[src/rtl/sid_paddle.sv]
// SID POTX/POTY paddle emulator: tracks the SID discharge/measure period and raises
// charged[i] when the measure count reaches the axis target. Option: SID_PADDLE_1351_EN.
package sid;
    typedef logic [1:0] cycle_t;
    typedef struct packed { logic discharge; } pot_o_t;
    typedef struct packed { logic [1:0] charged; } pot_i_t;
endpackage

module sid_paddle #(
    parameter logic [8:0] TIMEOUT = 9'd400
) (
    input  logic          clk,
    input  logic          rst_n,
    input  sid::cycle_t   cycle,
    input  sid::pot_o_t   pot_o,
    output sid::pot_i_t   pot_i,
    sid_paddle_if.slave   tgt,
    output logic          locked,
    output logic          sync_err
);
    localparam int         NUM_AXES = 2;
    localparam logic [8:0] DIS_MAX  = 9'd300;

    typedef enum logic [1:0] {SYNC, DISCHARGE, MEASURE} state_t;

    state_t                        state;
    logic [8:0]                    count;
    logic [8:0]                    dcnt;
    logic [NUM_AXES-1:0]           charged;
    logic [NUM_AXES-1:0]           hit;
    logic [NUM_AXES-1:0][7:0]      active;
    logic [NUM_AXES-1:0][7:0]      pending;
    logic [NUM_AXES-1:0][7:0]      pend_in;
    logic                          pending_full;
    logic                          tick;
    logic                          accept;
    logic                          transfer;

    assign tick           = (cycle == sid::cycle_t'(1));
    assign accept         = tgt.tgt_valid & ~pending_full;
    assign tgt.tgt_ready  = ~pending_full;
    assign transfer       = tick & pot_o.discharge & (state == MEASURE);
    assign pot_i.charged  = charged;

    // count is held at 0 through DISCHARGE, so the entering MEASURE tick compares against 0.
    for (genvar g = 0; g < NUM_AXES; g++) begin : g_axis
        assign hit[g] = ~count[8] & (count[7:0] == active[g]);
    end

`ifdef SID_PADDLE_1351_EN
    logic [NUM_AXES-1:0][5:0] pos;
    logic [NUM_AXES-1:0][5:0] pos_nxt;

    for (genvar g = 0; g < NUM_AXES; g++) begin : g_pos
        assign pos_nxt[g] = pos[g] + tgt.tgt_xy[g][5:0];
        assign pend_in[g] = {1'b0, pos_nxt[g], 1'b0} + 8'h40;
    end

    always_ff @(posedge clk) begin
        if (!rst_n)      pos <= '0;
        else if (accept) pos <= pos_nxt;
    end
`else
    assign pend_in = tgt.tgt_xy;
`endif

    always_ff @(posedge clk) begin
        if (!rst_n) begin
            state        <= SYNC;
            count        <= '0;
            dcnt         <= '0;
            charged      <= '0;
            locked       <= 1'b0;
            sync_err     <= 1'b0;
            active       <= '0;
            pending      <= '0;
            pending_full <= 1'b0;
        end else begin
            sync_err <= 1'b0;
            if (tick) begin
                case (state)
                    SYNC: begin
                        if (pot_o.discharge) begin
                            state   <= DISCHARGE;
                            dcnt    <= 9'd1;
                            count   <= '0;
                            charged <= '0;
                        end
                    end
                    DISCHARGE: begin
                        if (pot_o.discharge) begin
                            if (dcnt == DIS_MAX) begin
                                state    <= SYNC;
                                locked   <= 1'b0;
                                sync_err <= 1'b1;
                            end else begin
                                dcnt <= dcnt + 9'd1;
                            end
                        end else begin
                            state   <= MEASURE;
                            locked  <= 1'b1;
                            charged <= hit;
                            count   <= count + 9'd1;
                        end
                    end
                    MEASURE: begin
                        if (pot_o.discharge) begin
                            state   <= DISCHARGE;
                            dcnt    <= 9'd1;
                            count   <= '0;
                            charged <= '0;
                            if (pending_full) active <= pending;
                        end else if (count == TIMEOUT - 9'd1) begin
                            state    <= SYNC;
                            count    <= '0;
                            charged  <= '0;
                            locked   <= 1'b0;
                            sync_err <= 1'b1;
                        end else begin
                            charged <= charged | hit;
                            count   <= count + 9'd1;
                        end
                    end
                    default: state <= SYNC;
                endcase
            end
            // Transfer drains pending before a same-clk accept refills it.
            if (accept) begin
                pending      <= pend_in;
                pending_full <= 1'b1;
            end else if (transfer) begin
                pending_full <= 1'b0;
            end
        end
    end
endmodule

[src/rtl/sid_paddle_if.sv]
// Host-side target handshake for sid_paddle: valid/ready plus the X/Y target pair.
interface sid_paddle_if;
    logic            tgt_valid;
    logic            tgt_ready;
    logic [1:0][7:0] tgt_xy;

    modport master (output tgt_valid, output tgt_xy, input tgt_ready);
    modport slave  (input tgt_valid, input tgt_xy, output tgt_ready);
endinterface

[src/flat_wrapper.sv]
// flat-port wrapper written by rule: the top's interface ports become plain ports
module sid_paddle_flat 
#(
    parameter logic [8:0] TIMEOUT = 9'd400
)
  (clk, rst_n, cycle, pot_o, pot_i, locked, sync_err, tgt_tgt_valid, tgt_tgt_xy, tgt_tgt_ready);
  sid_paddle_if tgt_i ();
  input  logic clk;
  input  logic rst_n;
  input  sid::cycle_t cycle;
  input  sid::pot_o_t pot_o;
  output sid::pot_i_t pot_i;
  output logic locked;
  output logic sync_err;
  input wire logic [$bits(tgt_i.tgt_valid)-1:0] tgt_tgt_valid;
  input wire logic [$bits(tgt_i.tgt_xy)-1:0] tgt_tgt_xy;
  output wire logic [$bits(tgt_i.tgt_ready)-1:0] tgt_tgt_ready;
  assign tgt_i.tgt_valid = tgt_tgt_valid;
  assign tgt_i.tgt_xy = tgt_tgt_xy;
  assign tgt_tgt_ready = tgt_i.tgt_ready;
  sid_paddle #(.TIMEOUT(TIMEOUT)) u_core (.clk(clk), .rst_n(rst_n), .cycle(cycle), .pot_o(pot_o), .pot_i(pot_i), .tgt(tgt_i), .locked(locked), .sync_err(sync_err));
endmodule
[config.mk]
export PLATFORM = sky130hd
export DESIGN_NAME = sid_paddle_flat
export DESIGN_NICKNAME = d
export VERILOG_FILES = /design/src/rtl/sid_paddle.sv /design/src/rtl/sid_paddle_if.sv /design/src/flat_wrapper.sv
export SDC_FILE = /design/constraint.sdc
export NUM_CORES = 1
export LEC_CHECK = 0
export CAP_MARGIN = 5
export CORE_ASPECT_RATIO = 1.4
export CORE_MARGIN = 2
export CORE_UTILIZATION = 40
export DETAILED_ROUTE_END_ITERATION = 16
export SLEW_MARGIN = 10
export SYNTH_ARGS = -nofsm -noshare
export SYNTH_HDL_FRONTEND = slang
export SYNTH_SLANG_ARGS = --single-unit
export TNS_END_PERCENT = 30
[constraint.sdc]
create_clock -name clk -period 3.29 [get_ports clk]
set_clock_uncertainty 0.2 [all_clocks]
set_input_delay 0.329 -clock clk [delete_from_list [all_inputs] [get_ports clk]]
set_output_delay 0.329 -clock clk [all_outputs]
set_load 0.005 [all_outputs]
==> run_results.csv, run 1 <==
group,metric,value,unit
synthesis,synthTopCellsByArea,"dfxtp_1 42%, nand2_1 11%, a21oi_1 7.4%",
synthesis,synth_area_leader_cell,"dfxtp_1",
cells_and_area,finalNetCount,388,
worst_setup_path,worst_ep_required_time,3.37,ns
cells_and_area,post-route-cell-area,3260,µm²
die,boundaryPins,27,
clock_network,cts_max_level,3,
die,start_util,0.414,
routing,wirelength,5.65,mm
routing,wl_met2,2.79,mm
min_path,min_path_type,"reg2reg",
outcome,outcome,"finished clean",
clock_network,numCtsBuffers,9,
grt,grt.overflow.total,0,
sta,drv_slew,0,
min_path,hold_path.startpoint,"u_core.pending[4]",
routing,drtAntennaViolNets,0,
synthesis,synth_flop_cell,"dfxtp_1",
clock_network,postCtsSetupBuffers,0,
grt,grt_max_degree,37,
placement,io_buffers,26,
sta,rsz0062_at_grt,"no",
sta,hold_ws,0.253,ns
cells_and_area,n_antenna_cell,0,
sta,relSlewSlack,0.638,
die,die_h,102,µm
synthesis,yosys_register_bits,57,
clock_network,clk_pin_slew,0.07,ns
routing,vias,2282,
routing,wl_met3,205,µm
clock_network,cts-root-to-sink-buffers,2,
clock_network,cts_resized,0,
synthesis,synth_edf_count,0,
synthesis,synth_cell_types,48,
sta,fmax,443,MHz
placement,placed_area,3010,µm²
flow_run,max_cap_viol_count,0,
placement,gp_congestion,0.873,
routing,drt_iter0_drc,127,
worst_setup_path,crit_start,"u_core.state[0]",
clock_network,cts.sinks,57,
grt,gr-usage-all-layers,0.172,
die,rows,35,
clock_network,cts_hold_buf,0,
sta,fin_crit_sh,0.686,
pwr,vdd_drop_max,301,µV
synthesis,synth_top_area_share,0.420,
sta,tns,0,ns
synthesis,ys_seq_area_frac,0.420,
worst_setup_path,worstSetupPathType,"reg2reg",
cells_and_area,final_layout_size_suffix_gt1_frac,0.0744,
routing,drc,0,
pwr,p_per_area,502,nW/µm²
synthesis,async_flop_share,0,
worst_setup_path,worstReg2RegStart,"u_core.state[0]",
synthesis,synth_nets,367,
pwr,p_leak,0.00128,µW
grt,antenna_found_initial,0,
sta,fin_crit,2.26,ns
synthesis,yosysWarnings,0,
worst_setup_path,endpoint_kind,"flop",
sta,tightest_slew,0.541,ns
cells_and_area,post-route-util,0.496,
routing,drt-met1-wl,2.52,mm
worst_setup_path,path_max_fanout,9,
die,dieWidth,73.7,µm
die,core_area,6570,µm²
sta,hold_viol_final,0,
routing,top_layer_used,"met4",
synthesis,synth_area,2720,µm²
worst_setup_path,startpoint_type,"flop",
worst_setup_path,arrival,2.33,ns
synthesis,syn-instance-count,337,
routing,via_per_inst,5.22,
grt,grt_pass1_wl,9.98,mm
cells_and_area,final_cell_mix,"81 x nand2_1, 57 x dfxtp_1, 40 x a21oi_1",
cells_and_area,final_common_cell,"nand2_1",
clock_network,cts_tree,"yes",
sta,setup_viol_count_final,0,
synthesis,avgSynthCellArea,8.06,µm²
clock_network,clock_latency,0.34,ns
routing,firstDrtPassIters,4,
routing,wl_per_cell,12.9,µm
die,die-area,7480,µm²
grt,first_global_vias,2220,
cells_and_area,areaGrowthSynthToFinish,19.9,%
placement,dp_hpwl,4.08,mm
clock_network,root_buffer,"clkbuf_8",
[stage by stage]
step,instances,power [µW],setup slack (ns)
6_report,437,1630,1.03
5_1_grt,437,1700,0.820
3_5_place_dp,421,832,0.864
3_3_place_gp,421,831,0.908
4_1_cts,437,1650,1.04
2_1_floorplan,337,789,1.26
[kinds of logic after synthesis]
family | after synthesis | share of synthesized area
buf+inv | 29 | 0.0456
flops | 57 | 0.420
mux | 3 | 0.0111
fa+ha+maj | 8 | 0.0368
compound gates | 74 | 0.169
xor+xnor | 20 | 0.0645
simple gates | 146 | 0.254
[area by class of cell]
type,instances,area [µm²]
timing repair buffer,29,283
fill,659,3310
multi-input combinational,251,1450
tap,74,92.6
clock buffer,10,138
sequential,57,1140
clock inverter,6,115
inverter,10,37.5
[per-layer routing]
layer | up-vias | track usage
li1 | 1184 | -
met1 | 1044 | 0.203
met2 | 44 | 0.282
met3 | 10 | 0.0448
met4 | 0 | 0.0895
met5 | - | 0
[report_power, final]
part	switching, µW	leakage, µW	internal, µW
Combinational	55.2	0.000693	48.1
Sequential	8.55	0.000462	704
Clock	293	0.000123	526
[worst max-delay path, stage by stage (launching register included)]
cell and delay, ns:
dfxtp_1 0.36, inv_1 0.12, ha_1 0.42, nand2b_4 0.08
o21bai_4 0.20, a21o_1 0.22, or4_1 0.50, nand3_1 0.09
[synth_stat cells (2+ instances only)]
cell	number
o21ai_0	8
xor2_1	16
o31ai_1	4
a21o_1	3
inv_1	10
nor2_1	17
nand2_1	81
nor2b_1	2
o22ai_1	2
nor4_1	4
clkbuf_1	14
a21oi_1	40
dfxtp_1	57
nand2b_1	8
mux2i_1	3
xnor2_1	4
o2bb2ai_1	3
nand3_1	8
nor3_1	7
o211ai_1	3
nand4_1	3
a31oi_1	3
buf_2	3
and3_1	3
ha_1	8
[path summary, 6_finish.rpt]
check	cells past startpoint	slack, ns	end
hold / removal	2	0.25	u_core.active[4]
hold reg to reg	2	0.25	u_core.active[4]
setup / recovery	7	1.03	u_core.count[7]
setup reg to reg	7	1.03	u_core.count[7]
[sequential cells by signal, indices dropped and copies added, names as in the netlist]
signal and flops:
u_core.active 16, u_core.count 9, u_core.dcnt 9, u_core.locked 1, u_core.pending 16, u_core.pending_full 1
u_core.pot_i 2, u_core.state 2, u_core.sync_err 1
No activity file was read; power rests on OpenSTA's default activity.
==> run 2: changes to the inputs <==
Clock period 3.29 ns to 2.3 ns, I/O delays scaled along.
==> run_results.csv, run 2 (synthesis results as in run 1) <==
group,metric,value,unit
cells_and_area,final_layout_size_suffix_gt1_frac,0.102,
clock_network,clock_latency,0.35,ns
pwr,combinationalPowerShare,0.071,
routing,wl_met3,178,µm
clock_network,cts_resized,0,
sta,tns,0,ns
clock_network,root_buffer,"clkbuf_8",
cells_and_area,fillCellCount,663,
cells_and_area,n_antenna_cell,0,
routing,drtAntennaViolNets,0,
placement,dp_hpwl,4.25,mm
worst_setup_path,worstSetupPathType,"reg2reg",
grt,gr-usage-all-layers,0.172,
sta,fin_crit,2.12,ns
routing,via_per_inst,5.08,
cells_and_area,final_common_cell,"nand2_1",
flow_run,max_cap_viol_count,0,
sta,rsz0062_at_grt,"no",
die,dieWidth,73.7,µm
clock_network,postCtsSetupBuffers,0,
placement,io_buffers,26,
cells_and_area,largestRegisters,"u_core.active x16, u_core.pending x16",
die,die-area,7480,µm²
routing,drc,0,
clock_network,numCtsBuffers,9,
sta,fin_crit_sh,0.920,
clock_network,cts_max_level,3,
sta,fmax,473,MHz
pwr,p_switching,497,µW
worst_setup_path,worst_ep_required_time,2.36,ns
routing,vias,2278,
sta,hold_viol_final,0,
worst_setup_path,startpoint_type,"flop",
grt,first_global_vias,2170,
routing,drt-met1-wl,2.58,mm
routing,top_layer_used,"met4",
clock_network,cts.sinks,57,
cells_and_area,multi_input_area,1450,µm²
outcome,outcome,"finished clean",
clock_network,cts_hold_buf,0,
routing,drt_iter0_drc,94,
routing,wl_per_cell,12.8,µm
pwr,p_leak,0.00131,µW
die,die_h,102,µm
pwr,p_per_area,655,nW/µm²
clock_network,cts_tree,"yes",
grt,antenna_found_initial,0,
pwr,pwr-share-seq,0.471,
worst_setup_path,arrival,2.18,ns
worst_setup_path,path_max_fanout,7,
grt,grt_max_degree,28,
sta,tightest_slew,0.497,ns
die,core_area,6570,µm²
sta,drv_slew,0,
worst_setup_path,endpoint_kind,"flop",
sta,worst_slack,0.185,ns
pwr,vdd_drop_max,448,µV
sta,setup_viol_count_final,0,
min_path,holdPathStages,3,
grt,grt.overflow.total,0,
worst_setup_path,r2r_cells,7,
die,rows,35,
pwr,internal_power,1670,µW
sta,relSlewSlack,0.668,
placement,gp_congestion,0.877,
placement,dp_slack,0.0947,ns
die,boundaryPins,27,
clock_network,clk_pin_slew,0.07,ns
pwr,p_clk_frac,0.458,
routing,wl_met2,2.87,mm
pwr,swShare,0.230,
cells_and_area,seq_area,1140,µm²
grt,grt_pass1_wl,9.87,mm
cells_and_area,finalNetCount,399,
clock_network,cts-root-to-sink-buffers,2,
cells_and_area,final_cell_mix,"81 x nand2_1, 57 x dfxtp_1, 40 x a21oi_1",
die,start_util,0.414,
min_path,min_path_type,"in2reg",
routing,firstDrtPassIters,4,
cells_and_area,areaGrowthSynthToFinish,21.6,%
routing,wirelength,5.73,mm
==> run 2: cell types whose count changed in the layout (fill, tap and decap cells not counted) <==
cell and change:
clkinvlp_4 +1, buf_4 +11, bufinv_16 -2, clkbuf_8 +2, clkinv_4 -2, clkinv_2 +1
==> run 2: path summary, 6_finish.rpt <==
| kind | from | end | slack, ns |
|---|---|---|---|
| worst min register to register | u_core.pending[14] | u_core.active[14] | 0.25 |
| worst max register to register | u_core.state[1] | u_core.dcnt[3] | 0.18 |
| worst max-delay path | u_core.state[1] | u_core.dcnt[3] | 0.18 |
| worst min-delay path | tgt_tgt_xy[5] | u_core.pending[5] | 0.23 |
==> run 2: power groups by stage <==
stage / registers (µW) / logic (µW) / clock network, µW
after detailed placement: 1040 / 155 / 0
final: 1020 / 154 / 991
after global placement: 1040 / 154 / 0
after floorplan: 1040 / 88.9 / 0
after CTS: 1020 / 156 / 1020
after global routing: 1020 / 174 / 1060
==> run 2: final cells by class <==
type,instances,share of cell area
multi-input combinational,251,0.440
sequential,57,0.345
timing repair buffer,40,0.111
clock buffer,12,0.0500
tap,74,0.0280
clock inverter,4,0.0151
inverter,10,0.0114
==> run 2: worst max-delay path: stages (launching register included) <==
cell	delay (ns)
dfxtp_1	0.42
inv_1	0.09
ha_1	0.28
nor2b_1	0.17
o211ai_1	0.09
a21o_1	0.17
or3_4	0.35
o32ai_2	0.25
==> run 2: metrics by stage <==
stage	cell area, µm²	std cells	util	power, µW	hold WS (ns)
finish	3300	448	0.503	2170	0.230
global route	3300	448	0.503	2260	0.231
CTS	3300	448	0.503	2190	0.214
detailed placement	3090	432	0.470	1200	0.246
global placement	3090	432	0.470	1200	0.240
floorplan	2720	337	-	1130	0.166
==> run 2: layer usage <==
metal | vias to the layer above | global-route usage
li1 | 1207 | -
met1 | 1029 | 0.203
met2 | 33 | 0.289
met3 | 9 | 0.0428
met4 | 0 | 0.0811
met5 | - | 0
